[src/rtl/riscv_decode_if.sv]
// riscv_decode_if
//   Bundles the decode stage's bus signals: the instruction handshake
//   (inst_valid/inst_ready/inst), the execute-stage payload and handshake
//   (ex_*), the register writeback port (wb_*) and the illegal pulse.
//   slave  : the decode stage itself.
//   master : whoever drives instructions/writebacks and consumes the payload.
interface riscv_decode_if;
  logic        inst_valid;
  logic        inst_ready;
  logic [31:0] inst;
  logic        ex_valid;
  logic        ex_ready;
  logic [31:0] ex_a;
  logic [31:0] ex_b;
  logic        ex_is_imm;
  logic [6:0]  ex_funct7;
  logic [2:0]  ex_funct3;
  logic [4:0]  ex_rd;
  logic        wb_en;
  logic [4:0]  wb_rd;
  logic [31:0] wb_data;
  logic        illegal;

  modport slave (
    input  inst_valid, inst, ex_ready, wb_en, wb_rd, wb_data,
    output inst_ready, ex_valid, ex_a, ex_b, ex_is_imm, ex_funct7, ex_funct3,
           ex_rd, illegal
  );

  modport master (
    output inst_valid, inst, ex_ready, wb_en, wb_rd, wb_data,
    input  inst_ready, ex_valid, ex_a, ex_b, ex_is_imm, ex_funct7, ex_funct3,
           ex_rd, illegal
  );
endinterface

[src/rtl/riscv_decode.sv]
// riscv_decode
//   Decode/issue stage for the integer ALU. Accepts OP, OP-IMM and LUI
//   instructions, reads the 32x32 register file, builds the immediate and
//   registers the ALU operands for the execute stage. A per-register pending
//   scoreboard, cleared by the writeback port, stalls read-after-write hazards.
//
// Ports
//   clk    : clock, all state on the rising edge
//   rst_n  : asynchronous active-low reset
//   bus    : riscv_decode_if.slave (instruction, execute, writeback, illegal)
//
// Configuration
//   RISCV_DECODE_WB_BYPASS_EN : when defined, a same-cycle writeback to a
//   source register is forwarded into the operand and that source is not
//   treated as pending. When undefined, the dependent instruction waits one
//   cycle and reads the written register file value.
module riscv_decode (
  input  logic           clk,
  input  logic           rst_n,
  riscv_decode_if.slave  bus
);

  typedef logic [31:0] word_t;

  localparam logic [6:0] OPC_OP     = 7'b0110011;
  localparam logic [6:0] OPC_OP_IMM = 7'b0010011;
  localparam logic [6:0] OPC_LUI    = 7'b0110111;

  // Register file: x0 is never written and always read as zero.
  word_t rf_mem [32];

  // Scoreboard, one bit per architectural register x1..x31.
  logic [31:1] pending_q, pending_d;
  logic [31:1] pend_set, pend_clr;

  logic        ex_valid_q, ex_valid_d;
  word_t       ex_a_q, ex_a_d;
  word_t       ex_b_q, ex_b_d;
  logic        ex_is_imm_q, ex_is_imm_d;
  logic [6:0]  ex_funct7_q, ex_funct7_d;
  logic [2:0]  ex_funct3_q, ex_funct3_d;
  logic [4:0]  ex_rd_q, ex_rd_d;
  logic        illegal_q, illegal_d;

  // Instruction fields
  logic [6:0]  opcode;
  logic [4:0]  rd, rs1, rs2;
  logic [2:0]  f3;
  logic [6:0]  f7;
  assign opcode = bus.inst[6:0];
  assign rd     = bus.inst[11:7];
  assign f3     = bus.inst[14:12];
  assign rs1    = bus.inst[19:15];
  assign rs2    = bus.inst[24:20];
  assign f7     = bus.inst[31:25];

  // Source reads, with optional forwarding from the writeback port
  word_t rs1_val, rs2_val;
  logic  rs1_fwd, rs2_fwd;

  always_comb begin
    rs1_val = (rs1 == 5'd0) ? '0 : rf_mem[rs1];
    rs2_val = (rs2 == 5'd0) ? '0 : rf_mem[rs2];
`ifdef RISCV_DECODE_WB_BYPASS_EN
    rs1_fwd = bus.wb_en && (bus.wb_rd == rs1) && (rs1 != 5'd0);
    rs2_fwd = bus.wb_en && (bus.wb_rd == rs2) && (rs2 != 5'd0);
    if (rs1_fwd) rs1_val = bus.wb_data;
    if (rs2_fwd) rs2_val = bus.wb_data;
`else
    rs1_fwd = 1'b0;
    rs2_fwd = 1'b0;
`endif
  end

  // Decode and operand build
  logic       legal, use_rs1, use_rs2;
  word_t      dec_a, dec_b;
  logic       dec_is_imm;
  logic [6:0] dec_f7;
  logic [2:0] dec_f3;

  always_comb begin
    legal      = 1'b0;
    use_rs1    = 1'b0;
    use_rs2    = 1'b0;
    dec_a      = '0;
    dec_b      = '0;
    dec_is_imm = 1'b0;
    dec_f7     = '0;
    dec_f3     = '0;
    case (opcode)
      OPC_OP: begin
        use_rs1 = 1'b1;
        use_rs2 = 1'b1;
        dec_a   = rs1_val;
        dec_b   = rs2_val;
        dec_f7  = f7;
        dec_f3  = f3;
        legal   = (f7 == 7'b0000000) ||
                  ((f7 == 7'b0100000) &&
                   ((f3 == 3'b000) || (f3 == 3'b100) || (f3 == 3'b101)));
      end
      OPC_OP_IMM: begin
        use_rs1    = 1'b1;
        dec_a      = rs1_val;
        dec_b      = {{20{bus.inst[31]}}, bus.inst[31:20]};
        dec_is_imm = 1'b1;
        dec_f3     = f3;
        // Only the shifts carry a meaningful funct7 in the immediate field.
        dec_f7     = ((f3 == 3'b001) || (f3 == 3'b101)) ? f7 : 7'b0000000;
        case (f3)
          3'b001:  legal = (f7 == 7'b0000000);
          3'b101:  legal = (f7 == 7'b0000000) || (f7 == 7'b0100000);
          default: legal = 1'b1;
        endcase
      end
      OPC_LUI: begin
        legal      = 1'b1;
        dec_b      = {bus.inst[31:12], 12'b0};
        dec_is_imm = 1'b1;
      end
      default: legal = 1'b0;
    endcase
  end

  // Hazard: only legal instructions can stall; illegal ones are dropped
  // as soon as the output side has room.
  logic [31:0] pending_full;
  logic        hazard, accept, accept_legal;
  assign pending_full = {pending_q, 1'b0};
  assign hazard = legal &&
                  ((use_rs1 && pending_full[rs1] && !rs1_fwd) ||
                   (use_rs2 && pending_full[rs2] && !rs2_fwd));

  assign bus.inst_ready = (!ex_valid_q || bus.ex_ready) && !hazard;
  assign accept         = bus.inst_valid && bus.inst_ready;
  assign accept_legal   = accept && legal;

  // Scoreboard next state; a same-cycle set beats the writeback clear.
  for (genvar gi = 1; gi < 32; gi++) begin : g_pend
    assign pend_set[gi]  = accept_legal && (rd == 5'(gi));
    assign pend_clr[gi]  = bus.wb_en && (bus.wb_rd == 5'(gi));
    assign pending_d[gi] = pend_set[gi] || (pending_q[gi] && !pend_clr[gi]);
  end

  // Output register next state
  always_comb begin
    ex_valid_d  = ex_valid_q;
    ex_a_d      = ex_a_q;
    ex_b_d      = ex_b_q;
    ex_is_imm_d = ex_is_imm_q;
    ex_funct7_d = ex_funct7_q;
    ex_funct3_d = ex_funct3_q;
    ex_rd_d     = ex_rd_q;
    illegal_d   = accept && !legal;
    if (accept_legal) begin
      ex_valid_d  = 1'b1;
      ex_a_d      = dec_a;
      ex_b_d      = dec_b;
      ex_is_imm_d = dec_is_imm;
      ex_funct7_d = dec_f7;
      ex_funct3_d = dec_f3;
      ex_rd_d     = rd;
    end else if (bus.ex_ready) begin
      ex_valid_d = 1'b0;
    end
  end

  always_ff @(posedge clk or negedge rst_n) begin
    if (!rst_n) begin
      pending_q   <= '0;
      ex_valid_q  <= 1'b0;
      ex_a_q      <= '0;
      ex_b_q      <= '0;
      ex_is_imm_q <= 1'b0;
      ex_funct7_q <= '0;
      ex_funct3_q <= '0;
      ex_rd_q     <= '0;
      illegal_q   <= 1'b0;
    end else begin
      pending_q   <= pending_d;
      ex_valid_q  <= ex_valid_d;
      ex_a_q      <= ex_a_d;
      ex_b_q      <= ex_b_d;
      ex_is_imm_q <= ex_is_imm_d;
      ex_funct7_q <= ex_funct7_d;
      ex_funct3_q <= ex_funct3_d;
      ex_rd_q     <= ex_rd_d;
      illegal_q   <= illegal_d;
    end
  end

  // Register file storage is deliberately not reset.
  always_ff @(posedge clk) begin
    if (bus.wb_en && (bus.wb_rd != 5'd0)) begin
      rf_mem[bus.wb_rd] <= bus.wb_data;
    end
  end

  assign bus.ex_valid  = ex_valid_q;
  assign bus.ex_a      = ex_a_q;
  assign bus.ex_b      = ex_b_q;
  assign bus.ex_is_imm = ex_is_imm_q;
  assign bus.ex_funct7 = ex_funct7_q;
  assign bus.ex_funct3 = ex_funct3_q;
  assign bus.ex_rd     = ex_rd_q;
  assign bus.illegal   = illegal_q;

endmodule

[src/flat_wrapper.sv]
// flat-port wrapper written by rule: the top's interface ports become plain ports
module riscv_decode_flat 
  (clk, rst_n, bus_inst_valid, bus_inst, bus_ex_ready, bus_wb_en, bus_wb_rd, bus_wb_data, bus_inst_ready, bus_ex_valid, bus_ex_a, bus_ex_b, bus_ex_is_imm, bus_ex_funct7, bus_ex_funct3, bus_ex_rd, bus_illegal);
  riscv_decode_if bus_i ();
  input  logic clk;
  input  logic rst_n;
  input wire logic [$bits(bus_i.inst_valid)-1:0] bus_inst_valid;
  input wire logic [$bits(bus_i.inst)-1:0] bus_inst;
  input wire logic [$bits(bus_i.ex_ready)-1:0] bus_ex_ready;
  input wire logic [$bits(bus_i.wb_en)-1:0] bus_wb_en;
  input wire logic [$bits(bus_i.wb_rd)-1:0] bus_wb_rd;
  input wire logic [$bits(bus_i.wb_data)-1:0] bus_wb_data;
  output wire logic [$bits(bus_i.inst_ready)-1:0] bus_inst_ready;
  output wire logic [$bits(bus_i.ex_valid)-1:0] bus_ex_valid;
  output wire logic [$bits(bus_i.ex_a)-1:0] bus_ex_a;
  output wire logic [$bits(bus_i.ex_b)-1:0] bus_ex_b;
  output wire logic [$bits(bus_i.ex_is_imm)-1:0] bus_ex_is_imm;
  output wire logic [$bits(bus_i.ex_funct7)-1:0] bus_ex_funct7;
  output wire logic [$bits(bus_i.ex_funct3)-1:0] bus_ex_funct3;
  output wire logic [$bits(bus_i.ex_rd)-1:0] bus_ex_rd;
  output wire logic [$bits(bus_i.illegal)-1:0] bus_illegal;
  assign bus_i.inst_valid = bus_inst_valid;
  assign bus_i.inst = bus_inst;
  assign bus_i.ex_ready = bus_ex_ready;
  assign bus_i.wb_en = bus_wb_en;
  assign bus_i.wb_rd = bus_wb_rd;
  assign bus_i.wb_data = bus_wb_data;
  assign bus_inst_ready = bus_i.inst_ready;
  assign bus_ex_valid = bus_i.ex_valid;
  assign bus_ex_a = bus_i.ex_a;
  assign bus_ex_b = bus_i.ex_b;
  assign bus_ex_is_imm = bus_i.ex_is_imm;
  assign bus_ex_funct7 = bus_i.ex_funct7;
  assign bus_ex_funct3 = bus_i.ex_funct3;
  assign bus_ex_rd = bus_i.ex_rd;
  assign bus_illegal = bus_i.illegal;
  riscv_decode u_core (.clk(clk), .rst_n(rst_n), .bus(bus_i));
endmodule
[config.mk]
export PLATFORM = sky130hd
export DESIGN_NAME = riscv_decode_flat
export DESIGN_NICKNAME = d
export VERILOG_FILES = /design/src/rtl/riscv_decode_if.sv /design/src/rtl/riscv_decode.sv /design/src/flat_wrapper.sv
export SDC_FILE = /design/constraint.sdc
export NUM_CORES = 1
export LEC_CHECK = 0
export CAP_MARGIN = 10
export CORE_UTILIZATION = 55
export DETAILED_ROUTE_END_ITERATION = 10
export PLACE_DENSITY = 0.75
export SLEW_MARGIN = 20
export SYNTH_ARGS = -nofsm -noshare
export SYNTH_HDL_FRONTEND = slang
export SYNTH_SLANG_ARGS = --single-unit
[constraint.sdc]
create_clock -name clk -period 3.5 [get_ports clk]
set_input_delay 0.7 -clock clk [delete_from_list [all_inputs] [get_ports clk]]
set_output_delay 0.7 -clock clk [all_outputs]
set_load 0.05 [all_outputs]
After elaboration in Yosys (flattened, before gate mapping)
Memories as Yosys holds them, arrays and structs flattened.
Cells that the tools add are included.
{"block": "totals", "regBits": 113, "ramBits": 1024, "inputBits": 74, "out_inout_bits": 83, "wordCells": 283, "mem_count": 1}
{"block": "classes", "magnitude_cmp": 2, "eq_ne": 69, "n_mux": 20, "reduce_logical": 182}
{"name": "u_core.rf_mem", "depth": 32, "width": 32, "rd": 2, "rd_ports_with_merged_regs": 0, "write_ports": 1, "line_no": "riscv_decode.sv:30", "source": "word_t rf_mem [32];"}
{"operator": "$eq A5 B5 Y1 const B", "n": 32}
{"operator": "$logic_and A1 B1 Y1", "n": 102}
{"operator": "$mux W32", "n": 3}
{"operator": "$pmux W32 S3", "n": 1}
{"operator": "$eq A5 B4 Y1 const B", "n": 16}
{"operator": "$eq A5 B3 Y1 const B", "n": 8}
{"operator": "$logic_or A1 B1 Y1", "n": 38}
{"operator": "$logic_not A1 Y1", "n": 34}
{"operator": "$eq A7 B6 Y1 const B", "n": 3}
{"operator": "$eq A5 B2 Y1 const B", "n": 4}
{"operator": "$pmux W7 S2", "n": 1}
{"operator": "$lt A5 B6 Y1 const B", "n": 2}
{"operator": "$bmux W1 S5", "n": 2}
{"operator": "$eq A5 B1 Y1 const B", "n": 2}
{"operator": "$logic_not A5 Y1", "n": 2}
{"operator": "$mux W1", "n": 9}
{"operator": "$eq A7 B5 Y1 const B", "n": 1}
{"operator": "$logic_not A7 Y1", "n": 1}
{"operator": "$mux W7", "n": 1}
{"operator": "$eq A3 B3 Y1 const B", "n": 2}
{"operator": "$reduce_bool A5 Y1", "n": 1}
{"operator": "$reduce_or A2 Y1", "n": 2}
{"operator": "$eq A3 B1 Y1 const B", "n": 1}
{"operator": "$logic_not A3 Y1", "n": 1}
{"operator": "other kinds (4)", "n": 4}

Longest topological paths before layout
{"block": "depth", "word_depth": 13, "mapped_depth": 11, "ltp_nobuf": 6}

Least setup slack after synthesis
OpenSTA, ideal clock, no wires.
{"block": "synth_timing", "path_kind": "input-to-output", "start": "in bus_inst[20]", "end": "out bus_inst_ready", "arrival_time_ns": 3.186, "t_required_ns": 2.800, "path_slack_ns": -0.386, "stages": 7, "n_path_buf": 1, "cell_sequence": "buf_6 mux4_2 mux2_2 and3_1 o31ai_2 nand2_1 a21boi_0"}
{"block": "synth_between", "elab_chain_cells": 7}
{"item": "start: declaration", "line_no": "flat_wrapper.sv:8", "source": "input wire logic [$bits(bus_i.inst)-1:0] bus_inst;"}
{"item": "$bmux W1 S5", "line_no": "riscv_decode.sv:133", "source": "(use_rs2 && pending_full[rs2] && !rs2_fwd));"}
{"item": "$mux W1 (not written as such)", "line_no": "riscv_decode.sv:133"}
{"item": "$logic_and A1 B1 Y1", "line_no": "riscv_decode.sv:133"}
{"item": "$logic_or A1 B1 Y1", "line_no": "riscv_decode.sv:132", "source": "((use_rs1 && pending_full[rs1] && !rs1_fwd) ||"}
{"item": "$logic_and A1 B1 Y1", "line_no": "riscv_decode.sv:131", "source": "assign hazard = legal &&"}
{"item": "$logic_not A1 Y1", "line_no": "riscv_decode.sv:135", "source": "assign bus.inst_ready = (!ex_valid_q || bus.ex_ready) && !hazard;"}
{"item": "$logic_and A1 B1 Y1", "line_no": "riscv_decode.sv:135"}
{"item": "end: declaration", "line_no": "flat_wrapper.sv:13", "source": "output wire logic [$bits(bus_i.inst_ready)-1:0] bus_inst_ready;"}
Every way passes these cells. The select of a mux whose other input is x is not followed.

Final worst setup path
{"block": "layout_timing", "start": "reg u_core.pending_q[31] (netlist bit)", "end": "out bus_inst_ready"}
{"block": "layout_between", "elab_chain_cells": 7, "elab_cells_between_ends": 10, "classes_between": "mux (4); reduce/logical (6)"}
{"item": "start: declaration", "line_no": "riscv_decode.sv:33", "source": "logic [31:1] pending_q, pending_d;"}
{"item": "start signal: assignment", "line_no": "riscv_decode.sv:181", "source": "pending_q <= pending_d;"}
{"item": "$bmux W1 S5, on equally long branches", "line_no": "riscv_decode.sv:132, riscv_decode.sv:133"}
{"item": "$mux W1, on equally long branches", "line_no": "riscv_decode.sv:132, riscv_decode.sv:133"}
{"item": "$logic_and A1 B1 Y1, on equally long branches", "line_no": "riscv_decode.sv:132, riscv_decode.sv:133"}
{"item": "$logic_or A1 B1 Y1 *", "line_no": "riscv_decode.sv:132"}
{"item": "$logic_and A1 B1 Y1 *", "line_no": "riscv_decode.sv:131"}
{"item": "$logic_not A1 Y1 *", "line_no": "riscv_decode.sv:135"}
{"item": "$logic_and A1 B1 Y1 *", "line_no": "riscv_decode.sv:135"}
Mark *: on every way between the ends. The rest lies on a longest branch, timed or not. The select of a mux whose other input is x is not followed.

==> results.toml <==
[outcome]
status = "finished, final reports clean"

[floorplanning]
fp.coreArea_um2 = 93700
die_w_um = 310
num_rows = 112
initial_utilization = 0.558
ios = 157
die_y_um = 310
die-area_um2 = 96400

[detailed_routing]
routed-via-count = 30376
drc = 0
final_antenna_net_count = 0
drt_wl_total_um = 156000
drtPass1Iterations = 6
initialDrtViolationCount = 5067
wl_per_cell_um = 37.5
detail_route.vias_per_cell = 7.31

[clocking]
cts_htree_levels = 3
cts_buffers = 113
clk_root_buffer_cell = "clkbuf_16"
clk_latency_ns = 0.70
ctsLongestPathBuffers = 3
clock_tree_from_tritoncts = "yes"
cts.clk_slew.worst_paths_ns = 0.06
clock_sinks = 1137

[setup_path]
timing_worst_setup_path_type = "register to primary output"
crit_cells = 7
timing.critical_path.cells = "mux4_2 -> nand3_1 -> nand4_1 -> o31ai_2 -> nand2_1 -> a21boi_2 -> buf_6"
crit_arrival_ns = 2.74
worstSetupStartpointType = "register"
critPathCaptureType = "primary output"
timing.critical_path.max_delay_family = "multiplexers"
timing.critical_path.slowest_stage_cell = "mux4_2"
reg2reg_depth = 7
timing.critical_path.buf_inv = 1
crit_fanout = 3
worst_path_largest_cell_delay_ns = 0.53
timing.critical_path.required_ns = 2.80

[layout]
drive_gt1_frac = 0.376
fin_util = 0.649
flow.area_growth_from_synthesis_pct = 16.2
fill_cell_count = 6036
nNetsFinal = 2872
instances_no_fill = 4155

[min_path]
holdPathStages = 1
timing.hold.worst.class = "register to register"

[timing]
timing.final.crit_period_ns = 3.44
timing_hold_violations_final = 0
rsz0062_at_grt = "no"
worst_clock_skew_ns = 0.0253
timing_worst_slew_pin_value_ns = 1.11
slew_violations = 0
timing.max_slew.rel_slack = 0.255
setup_viol = 0
max_freq_mhz = 291
layout_worst_path_cycle_share = 0.983
final.setup.worst_slack_ns = 0.0582

[global_routing]
met1_track_demand_over_resource_in_global_routing = 0.462
global_route.usage.met2 = 0.503
grt_overflow_total = 0
grt_start_max_net_pins = 80
track_usage = 0.330
global_route.peak_usage_layer = "met2"
grt_pass1_wl_um = 222000
groute.layer.met3.usage = 0.0813
initial_antenna_violation_count = 6
via_count_of_the_first_global_routing_pass = 30845

[logic_synthesis]
synth.yosys.warnings = 0
yosysSeqAreaShare = 0.641
ys_dominant_reg_cell = "edfxtp_1"
synth.avg_cell_area_um2 = 20.7
postSynthRegisterBits = 1137
synth_enable_flop_cells = 1024
synth_cells = 2523
netlist.area_leader.share = 0.587
synthArstFlopShare = 0.0994
synth_top_cells_by_area = "edfxtp_1 (59%), mux4_2 (26%), dfrtp_1 (5.4%), mux2i_1 (1.4%), mux2_4 (1.1%)"
library_cells_used_by_synthesis = 51
biggest_area_consumer_among_synthesized_cells = "edfxtp_1"
mappedNetlistArea_um2 = 52300

[place]
post_placement_setup_slack_ns = -0.239
place.port_buffers = 156
final_wtd_congestion = 0.866
dp_cells = 3934
dpl.hpwl_um = 90700

[run]
number_of_max_cap_violations = 0

[pwr]
power.leakage_nw = 20.1
vdd_ir_drop_max_mv = 0.448
cellPowerDensity_nw_per_um2 = 492
total_power_mw = 29.9
==> final cells by class <==
| type | count | area (um2) | share of cell area |
|---|---|---|---|
| Timing Repair Buffer | 329 | 3600 | 0.0592 |
| Antenna cell | 2 | 5.00 | 0.0000823 |
| Clock inverter | 59 | 582 | 0.00957 |
| Multi-Input combinational cell | 1212 | 18300 | 0.300 |
| Sequential cell | 1137 | 33600 | 0.552 |
| Clock buffer | 157 | 3210 | 0.0527 |
| Tap cell | 1254 | 1570 | 0.0258 |
| Inverter | 5 | 21.3 | 0.000350 |
==> layout by cell type, fill, tap and decap left out, types with 10 or more instances in the layout <==
cell	count
edfxtp_1	1024
mux4_2	601
clkdlybuf4s50_1	144
clkbuf_16	115
buf_4	114
dfrtp_1	113
mux2i_1	72
buf_12	58
nand2_1	55
mux2_2	42
mux2_4	38
nor2_1	33
o21ai_0	32
o22ai_1	32
conb_1	32
nor2_4	31
o31ai_1	30
nor3_1	26
a22oi_1	25
clkbuf_1	25
clkinv_2	23
a21oi_1	19
o2bb2ai_1	18
a22o_1	17
clkinv_1	17
clkbuf_8	17
o32ai_1	13
nand3_1	11
bufinv_16	10
==> worst paths after layout <==
| path | from | end | slack, ns |
|---|---|---|---|
| max reg2reg | u_core.pending_q[31] | u_core.bus.ex_b[14] | 0.76 |
| min reg2reg | u_core.bus.ex_funct7[2] | u_core.bus.ex_funct7[2] | 0.49 |
| min in group asynchronous | rst_n | u_core.bus.ex_a[24] | 0.56 |
| max | u_core.pending_q[31] | bus_inst_ready | 0.06 |
| min | u_core.bus.ex_funct7[2] | u_core.bus.ex_funct7[2] | 0.49 |
| max in group asynchronous | rst_n | u_core.bus.ex_b[25] | 2.11 |
==> sequential cells by signal, indices dropped and copies added (netlist names), 3 cells and up <==
register / flops
u_core.rf_mem: 1024
u_core.bus.ex_a: 32
u_core.bus.ex_b: 32
u_core.pending_q: 31
u_core.bus.ex_funct7: 7
u_core.bus.ex_rd: 5
u_core.bus.ex_funct3: 3
==> through the flow <==
step | hold slack [ns] | setup TNS [ns] | area, um2
final | 0.491 | 0 | 60800
after global routing | 0.503 | 0 | 60800
after CTS | 0.496 | 0 | 60800
after detailed placement | 0.477 | -17.84 | 57000
after global placement | 0.469 | -18.06 | 57000
after floorplan | 0.404 | 0 | 52500
==> Yosys cell counts, drive strengths merged (11+ instances only) <==
master,count
mux4,601
buf,115
nor3,28
o21ai,32
o31ai,31
dfrtp,113
a22o,17
nand2,55
edfxtp,1024
mux2i,72
mux2,81
nand3,11
o32ai,13
o2bb2ai,18
clkbuf,85
o22ai,32
a22oi,25
a21oi,19
nor2,65
==> report_power, final <==
part           leakage [nW]  switching [mW]  internal, mW
Combinational          7.41            1.34          1.11
Sequential             10.8          0.0909          15.0
Clock                  1.87            5.22          7.13
Total                  20.1            6.65          23.3
==> timing repair <==
| item | in CTS | in global routing |
|---|---|---|
| resized for setup | 3 | 7 |
| setup endpoints to repair | 1 | 1 |
| pin swaps | 2 | 6 |
| buffers inserted | 1 | 1 |
| hold buffers | 1 | 0 |
| endpoints found under the hold margin | 14 | 0 |
==> kinds of logic (layout without fill, tap and decap cells) <==
kind of cell,count (synthesis),after routing,synth area share
and+or+nand+nor,214,214,0.0195
muxes,754,754,0.293
AOI/OAI and AO/OA,212,212,0.0291
DFF,1137,1137,0.641
other,1,34,0.0000716
buffers and inverters,205,550,0.0174
==> routing by layer <==
metal  vias up  part of all wire
met2      2393              0.46
met5         -           0.00030
li1      11521                 -
met3       446              0.13
met4         6             0.047
met1     16010              0.36
Power figures use the tool's default switching activity.
